<file path="config.mk">
export PLATFORM = sky130hd
export DESIGN_NAME = mem_ctrl_arbiter
export DESIGN_NICKNAME = d
export VERILOG_FILES = /design/src/rtl/mem_ctrl_arbiter.sv
export SDC_FILE = /design/constraint.sdc
export NUM_CORES = 1
export LEC_CHECK = 0
export CAP_MARGIN = 20
export CELL_PAD_IN_SITES_DETAIL_PLACEMENT = 2
export CELL_PAD_IN_SITES_GLOBAL_PLACEMENT = 2
export CORE_AREA = 5 5 314 316
export CTS_CLUSTER_SIZE = 16
export DETAILED_ROUTE_END_ITERATION = 8
export DIE_AREA = 0 0 319 321
export PLACE_DENSITY = 0.58
export SYNTH_ARGS = -nofsm -noshare
export SYNTH_HDL_FRONTEND = slang
export SYNTH_SLANG_ARGS = --single-unit
</file>
<file path="constraint.sdc">
create_clock -name clk -period 1.94 [get_ports clk]
set_input_delay 0.194 -clock clk [delete_from_list [all_inputs] [get_ports clk]]
set_output_delay 0.194 -clock clk [all_outputs]
set_load 0.02 [all_outputs]
</file>
<file path="src/rtl/mem_ctrl_arbiter.sv">
// Arbitrates the single main-memory port between icache reads and dcache reads/stores.
// One transaction in flight; icache has priority, bounded by a dcache starvation streak.
module mem_ctrl_arbiter #(
  parameter int VERBOSE             = 0,
  parameter int DCACHE_STARVE_LIMIT = 4,
  parameter int ADDR_W              = 32,
  parameter int BLOCK_OFFSET_W      = 4,
  parameter int BLOCK_DATA_W        = 128,
  parameter int REQ_WIDTH_W         = 2,
  parameter int WIDTH_WORD          = 2
) (
  input  logic                             clk,
  input  logic                             rst_aL,
  input  logic                             flush,

  input  logic                             icache_req_valid,
  input  logic [ADDR_W-BLOCK_OFFSET_W-1:0] icache_req_block_addr,
  output logic                             icache_req_ready,

  input  logic                             dcache_req_valid,
  input  logic                             dcache_req_type,
  input  logic [ADDR_W-BLOCK_OFFSET_W-1:0] dcache_req_block_addr,
  input  logic [BLOCK_DATA_W-1:0]          dcache_req_block_data,
  input  logic [REQ_WIDTH_W-1:0]           dcache_req_width,
  input  logic [ADDR_W-1:0]                dcache_req_addr,
  input  logic                             dcache_req_writethrough,
  output logic                             dcache_req_ready,

  output logic                             mem_req_valid,
  output logic                             mem_req_type,
  output logic [ADDR_W-BLOCK_OFFSET_W-1:0] mem_req_block_addr,
  output logic [BLOCK_DATA_W-1:0]          mem_req_block_data,
  output logic [REQ_WIDTH_W-1:0]           mem_req_width,
  output logic [ADDR_W-1:0]                mem_req_addr,
  output logic                             mem_req_writethrough,
  input  logic                             mem_req_ready,

  input  logic                             mem_resp_valid,
  input  logic [BLOCK_DATA_W-1:0]          mem_resp_block_data,

  output logic                             icache_resp_valid,
  output logic [BLOCK_DATA_W-1:0]          icache_resp_block_data,
  output logic                             dcache_resp_valid,
  output logic [BLOCK_DATA_W-1:0]          dcache_resp_block_data
);

  localparam int BLOCK_ADDR_W = ADDR_W - BLOCK_OFFSET_W;
  localparam int STREAK_W     = $clog2(DCACHE_STARVE_LIMIT + 1);
  localparam logic [STREAK_W-1:0]    STREAK_LIMIT = STREAK_W'(DCACHE_STARVE_LIMIT);
  localparam logic [REQ_WIDTH_W-1:0] WORD_CODE    = REQ_WIDTH_W'(WIDTH_WORD);

  typedef enum logic [1:0] {
    IDLE,
    REQ,
    WAIT
  } state_e;

  typedef enum logic {
    OWNER_ICACHE,
    OWNER_DCACHE
  } owner_e;

  state_e                    state_q, state_d;
  owner_e                    owner_q, owner_d;
  logic                      drop_q, drop_d;
  logic [STREAK_W-1:0]       streak_q, streak_d;

  logic                      type_q, type_d;
  logic [BLOCK_ADDR_W-1:0]   blk_q, blk_d;
  logic [BLOCK_DATA_W-1:0]   data_q, data_d;
  logic [REQ_WIDTH_W-1:0]    width_q, width_d;
  logic [ADDR_W-1:0]         addr_q, addr_d;
  logic                      wt_q, wt_d;

  logic                      gnt_icache;
  logic                      gnt_dcache;
  logic                      resp_show;

  // Trace output is a simulation-only concern; VERBOSE is retained in the parameter list.
  logic unused_verbose;
  assign unused_verbose = (VERBOSE != 0);

  // Grants are also held off while reset is asserted so readies read 0 in reset.
  always_comb begin
    gnt_icache = 1'b0;
    gnt_dcache = 1'b0;
    if (rst_aL && state_q == IDLE && !flush) begin
      if (dcache_req_valid && (streak_q == STREAK_LIMIT || !icache_req_valid)) begin
        gnt_dcache = 1'b1;
      end else if (icache_req_valid) begin
        gnt_icache = 1'b1;
      end
    end
  end

  always_ff @(posedge clk or negedge rst_aL) begin
    if (!rst_aL) begin
      state_q <= IDLE;
    end else begin
      state_q <= state_d;
    end
  end

  always_comb begin
    state_d = state_q;
    unique case (state_q)
      IDLE: if (gnt_icache || gnt_dcache) state_d = REQ;
      REQ:  if (mem_req_ready)            state_d = WAIT;
      WAIT: if (mem_resp_valid)           state_d = IDLE;
      default:                            state_d = IDLE;
    endcase
  end

  always_comb begin
    icache_req_ready  = gnt_icache;
    dcache_req_ready  = gnt_dcache;
    mem_req_valid     = (state_q == REQ);
    resp_show         = (state_q == WAIT) && mem_resp_valid && !drop_q && !flush;
    icache_resp_valid = resp_show && (owner_q == OWNER_ICACHE);
    dcache_resp_valid = resp_show && (owner_q == OWNER_DCACHE);
  end

  always_comb begin
    owner_d  = owner_q;
    drop_d   = drop_q;
    streak_d = streak_q;
    type_d   = type_q;
    blk_d    = blk_q;
    data_d   = data_q;
    width_d  = width_q;
    addr_d   = addr_q;
    wt_d     = wt_q;
    if (gnt_icache) begin
      owner_d  = OWNER_ICACHE;
      drop_d   = 1'b0;
      type_d   = 1'b0;
      blk_d    = icache_req_block_addr;
      data_d   = '0;
      width_d  = WORD_CODE;
      addr_d   = {icache_req_block_addr, {BLOCK_OFFSET_W{1'b0}}};
      wt_d     = 1'b0;
      streak_d = dcache_req_valid ? streak_q + STREAK_W'(1) : '0;
    end else if (gnt_dcache) begin
      owner_d  = OWNER_DCACHE;
      drop_d   = 1'b0;
      type_d   = dcache_req_type;
      blk_d    = dcache_req_block_addr;
      data_d   = dcache_req_block_data;
      width_d  = dcache_req_width;
      addr_d   = dcache_req_addr;
      wt_d     = dcache_req_writethrough;
      streak_d = '0;
    end else if (flush && state_q != IDLE) begin
      drop_d   = 1'b1;
    end
  end

  always_ff @(posedge clk or negedge rst_aL) begin
    if (!rst_aL) begin
      owner_q  <= OWNER_ICACHE;
      drop_q   <= 1'b0;
      streak_q <= '0;
      type_q   <= 1'b0;
      blk_q    <= '0;
      data_q   <= '0;
      width_q  <= '0;
      addr_q   <= '0;
      wt_q     <= 1'b0;
    end else begin
      owner_q  <= owner_d;
      drop_q   <= drop_d;
      streak_q <= streak_d;
      type_q   <= type_d;
      blk_q    <= blk_d;
      data_q   <= data_d;
      width_q  <= width_d;
      addr_q   <= addr_d;
      wt_q     <= wt_d;
    end
  end

  assign mem_req_type           = type_q;
  assign mem_req_block_addr     = blk_q;
  assign mem_req_block_data     = data_q;
  assign mem_req_width          = width_q;
  assign mem_req_addr           = addr_q;
  assign mem_req_writethrough   = wt_q;

  assign icache_resp_block_data = mem_resp_block_data;
  assign dcache_resp_block_data = mem_resp_block_data;

endmodule

</file>
# Word level (Yosys, flattened, before mapping)
# Index checks and enable logic that the tools add are counted.
[classes] bitwise=1 muxes=29 n_eq_ne=6 n_reduce_logical=19 addsub=1
[ops] cell="$mux W128" count=2
[ops] cell="$mux W32" count=2
[ops] cell="$mux W28" count=2
[ops] cell="$mux W1" count=14
[ops] cell="$mux W2" count=5
[ops] cell="$logic_and A1 B1 Y1" count=9
[ops] cell="$mux W3" count=3
[ops] cell="$pmux W2 S3" count=1
[ops] cell="$ne A2 B1 Y1 const B" count=2
[ops] cell="$reduce_bool A2 Y1" count=2
[ops] cell="$add A3 B1 Y3 const B" count=1
[ops] cell="$eq A3 B3 Y1 const B" count=1
[ops] cell="$logic_not A1 Y1" count=3
[ops] cell="$reduce_and A3 Y1" count=1
[ops] cell="$reduce_bool A3 Y1" count=1
[ops] cell="$eq A2 B1 Y1 const B" count=1
[ops] cell="$eq A2 B2 Y1 const B" count=1
[ops] cell="$logic_not A2 Y1" count=1
[ops] cell="$logic_or A1 B1 Y1" count=2
[ops] cell="$ne A2 B2 Y1 const B" count=1
[ops] cell="$not A1 Y1" count=1
[word_totals] output_inout_bits=453 regBits=199 inputBits=355 wordCells=66

# Depth between registers and ports, before layout
[depth] word_depth=8 mapped_depth=8 ltp_nobuf=6

# Worst setup path before layout
# OpenSTA, ideal clock, no wires.
[synth_timing] path_type="register -> register" startpoint="register state_q[0]" endpoint="register addr_q[13] (netlist: mem_req_addr[13])" synth_period_minus_slack_ps=1754 required_ps=1817 arrival_time_ps=1631 stages_incl_launch_ff=6 path_buffers=2 setup_time_ps=123 slack_ps=186 cell_sequence="dfrtp_1 nor4b_4 nand3_1 buf_2 buf_2 o221a_1"
[synth_between] elab_chain_len=5 elab_cells_between_ends=7 classes_between="mux (3); reduce/logical (4)"
[synth_rtl] item="start, declared" line_no="63" text="state_e state_q, state_d;"
[synth_rtl] item="start signal, assigned" line_no="100" text="state_q <= state_d;"
[synth_rtl] item="$logic_not A2 Y1 *" line_no="87" text="if (rst_aL && state_q == IDLE && !flush) begin"
[synth_rtl] item="$logic_and A1 B1 Y1 * (2 in a row)" line_no="87"
[synth_rtl] item="$mux W1" line_no="87"
[synth_rtl] item="$mux W32 / $reduce_bool A2 Y1 (equally long branches)"
[synth_rtl] item="end signal, assigned" line_no="177" text="addr_q <= addr_d;"
[synth_rtl] item="end, declared" line_no="72" text="logic [ADDR_W-1:0] addr_q, addr_d;"
# Mark *: on every way between the ends. The rest lies on a longest branch, timed or not.
# A chain may end at the register's enable or synchronous reset.

# Worst setup path in the final report
[layout_timing] startpoint="register state_q[0]" endpoint="register data_q[29] (netlist: mem_req_block_data[29])"
[layout_between] elab_chain_len=5 elab_cells_between_ends=7 classes_between="mux (3); reduce/logical (4)"
[layout_rtl] item="$logic_not A2 Y1 *" line_no="87"
[layout_rtl] item="$logic_and A1 B1 Y1 * (2 in a row)" line_no="87"
[layout_rtl] item="$mux W1" line_no="87"
[layout_rtl] item="$mux W128 / $reduce_bool A2 Y1 (equally long branches)"
[layout_rtl] item="end signal, assigned" line_no="175" text="data_q <= data_d;"
[layout_rtl] item="end, declared" line_no="70" text="logic [BLOCK_DATA_W-1:0] data_q, data_d;"
# Marked as above.

==> flow_metrics.env <==
export IMPL_grt_usage=0.08879
export IMPL_synth_enable_flop_cells=0
export IMPL_clock_latency_ns=0.51
export IMPL_fmax_mhz=502.4
export IMPL_wl_um=48880
export IMPL_p_leak_nw=5.847
export IMPL_fin_ws_ns=-0.05050
export IMPL_port_buffers=423
export IMPL_grt_overflow=0
export IMPL_synth_area_leaders="dfrtp_1 53%, buf_4 21%, a22o_1 13%, o221a_1 6.7%, nand4b_1 2.6%"
export IMPL_syn_inst=765
export IMPL_gp_congestion=0.7781
export IMPL_crit_top_cell="clkbuf_16"
export IMPL_vias=7117
export IMPL_slowest_stage="dfrtp_2"
export IMPL_ys_seq_elements=199
export IMPL_endpoint_kind="flop"
export IMPL_htree_levels=4
export IMPL_rows=114
export IMPL_max_vdd_ir_drop_mv=0.5261
export IMPL_finalSetupTns_ns=-0.9843
export IMPL_hold_path_class="in -> async"
export IMPL_fill_cells=10820
export IMPL_synth_distinct_cells=29
export IMPL_outcome="finished, violations left"
export IMPL_startpoint_type="flop"
export IMPL_die_h_um=321
export IMPL_setup_viol=33
export IMPL_drtIter0Drc=368
export IMPL_post_dp_cell_area_um2=13620
export IMPL_synth_area_um2=9449
export IMPL_grt_max_degree=108
export IMPL_crit_chain="nor4b_4 > buf_4 > buf_6 > o21ai_4 > buf_12 > clkbuf_16 > clkbuf_16 > a22o_1"
export IMPL_cts_sinks=199
export IMPL_drc=0
export IMPL_ys_flop_type="dfrtp_1"
export IMPL_antenna_left=0
export IMPL_final_area_um2=14910
export IMPL_dp_hpwl_um=36210
export IMPL_cts_buffers=17
export IMPL_fin_crit_ns=1.990
export IMPL_start_util=0.09873
export IMPL_yosys_top_cells_count="261 x buf_4, 199 x dfrtp_1, 135 x a22o_1"
export IMPL_cts_tree="built"
export IMPL_cts_buffer_depth=2
export IMPL_arrival_ns=2.39
export IMPL_violations="negative setup slack"
export IMPL_ys_seq_area_frac=0.5270
export IMPL_firstDrtPassIters=4
export IMPL_fin_util=0.1558
export IMPL_place_ws_ns=-0.3192
export IMPL_fin_crit_sh=1.026
export IMPL_synth_top_area_frac=0.5270
export IMPL_routed_via_density=3.134
export IMPL_path_class="reg -> reg"
export IMPL_worst_pin_slew_ns=0.8743
export IMPL_area_delta_synth_final_pct=57.80
export IMPL_nNetsFinal=1328
export IMPL_required_ns=2.34
export IMPL_clkSlewWorstSetupHoldPaths_ns=0.09
export IMPL_die_x_um=319
export IMPL_drv_slew=0
export IMPL_root_buffer="clkbuf_16"
export IMPL_dp_cells=2202
export IMPL_drive_gt1_frac=0.1199
export IMPL_cap_violations=0
export IMPL_core_area_um2=95710
export IMPL_cp_max_fo=7
export IMPL_synth_nets=1122
export IMPL_synth_largest_area_cell="dfrtp_1"
export IMPL_critPathMaxStageDelay_ns=0.45
export IMPL_regArea_um2=4981
export IMPL_synth_most_common_cell="buf_4"
export IMPL_wire_per_inst_um=21.52
export IMPL_io_pins=808
export IMPL_grt_pass1_wl_um=65480
export IMPL_grt_pass1_vias=8361
export IMPL_dieArea_um2=102400
export IMPL_avgSynthCellArea_um2=12.35
export IMPL_fin_cells=2271
export IMPL_critPathBufInv=5
export IMPL_p_per_area_nw_per_um2=1067
export IMPL_path_delay_family="buffers and inverters"
export IMPL_antenna_found_initial=14
export IMPL_rsz0062_at_grt="true"
export IMPL_slew_headroom=0.4172
export IMPL_multiInputGateArea_um2=2341
export IMPL_synthArstFlopShare=1.000
export IMPL_ys_warn_count=0
export IMPL_final_hold_viol_count=0
export IMPL_skew_ns=0.02675
report_power, final:
group / internal, mW / switching (mW)
logic: 3.11 / 2.86
registers: 5.17 / 0.699
clock network: 2.01 / 2.07
cells by family after synthesis:
logic type | synth area share
AOI/OAI and AO/OA | 0.1997
adders and majority gates | 0.002648
buffers and inverters | 0.2308
DFF | 0.5270
muxes | 0.001059
and+or+nand+nor | 0.03880
cell type report:
class | count | area share
Clock inverter | 15 | 0.01544
Tap cell | 1276 | 0.1071
Antenna cell | 11 | 0.001846
Multi-Input combinational cell | 252 | 0.1570
Timing Repair Buffer | 494 | 0.3539
Clock buffer | 17 | 0.02853
Sequential cell | 199 | 0.3341
Inverter | 7 | 0.002098
metal layers:
metal	wire length (um)	global-route usage
met4	1972	0.04119
met2	24260	0.1551
met5	89	0.001389
met3	4757	0.04562
met1	17800	0.08798
final timing paths:
check | from | end | slack (ns) | depth (start not counted)
worst max-delay path | state_q[0] | mem_req_block_data[29] | -0.05 | 8
worst min-delay path | rst_aL | mem_req_addr[23] | 0.21 | 3
worst max register to register | state_q[0] | mem_req_block_data[29] | -0.05 | 8
worst min register to register | mem_req_block_data[30] | mem_req_block_data[30] | 0.50 | 1
max in group asynchronous | rst_aL | mem_req_block_data[115] | 0.71 | 4
min in group clk | dcache_req_block_data[103] | mem_req_block_data[103] | 0.28 | 2
registers in the layout, indices dropped and copies added (netlist names):
name	flops
state_q	2
drop_q	1
mem_req_block_data	128
mem_req_type	1
mem_req_addr	32
mem_req_block_addr	28
mem_req_width	2
mem_req_writethrough	1
owner_q	1
streak_q	3
cells in the final DEF, fill, tap and decap left out, drive strengths merged, types with 2 or more instances in the layout:
cell type        n
bufinv           2
nand4b          28
dfrtp          199
o221a           56
clkdlybuf4s50  412
diode           11
ha               2
dlygate4sd3      2
nand2            3
nand2b           2
o21ai            5
or4b             2
nand3            2
nor2             5
inv             12
dlygate4sd2      4
clkbuf          24
nand4            2
clkinv           7
a22o           135
buf             68
worst register-to-register path, cell delays in order (launching register included):
cell and delay, ns:
dfrtp_2 0.45, nor4b_4 0.30, buf_4 0.18, buf_6 0.11, o21ai_4 0.12, buf_12 0.18, clkbuf_16 0.17, clkbuf_16 0.17
a22o_1 0.18
through the flow:
step | hold WS, ns | total power [mW]
2_1_floorplan | -0.1016 | 8.966
3_3_place_gp | -0.01714 | 11.63
3_5_place_dp | -0.01355 | 11.75
4_1_cts | 0.1607 | 16.17
5_1_grt | 0.1879 | 16.73
6_report | 0.2136 | 15.91
timing repair:
item	4_1_cts	5_1_grt
setup endpoints to repair	93	179
hold buffers	2	0
setup buffers	4	4
gates cloned	7	9
pin swaps	7	3
gates resized for setup	40	17
endpoints found under the hold margin	94	0
No activity file was read; power rests on OpenSTA's default activity.
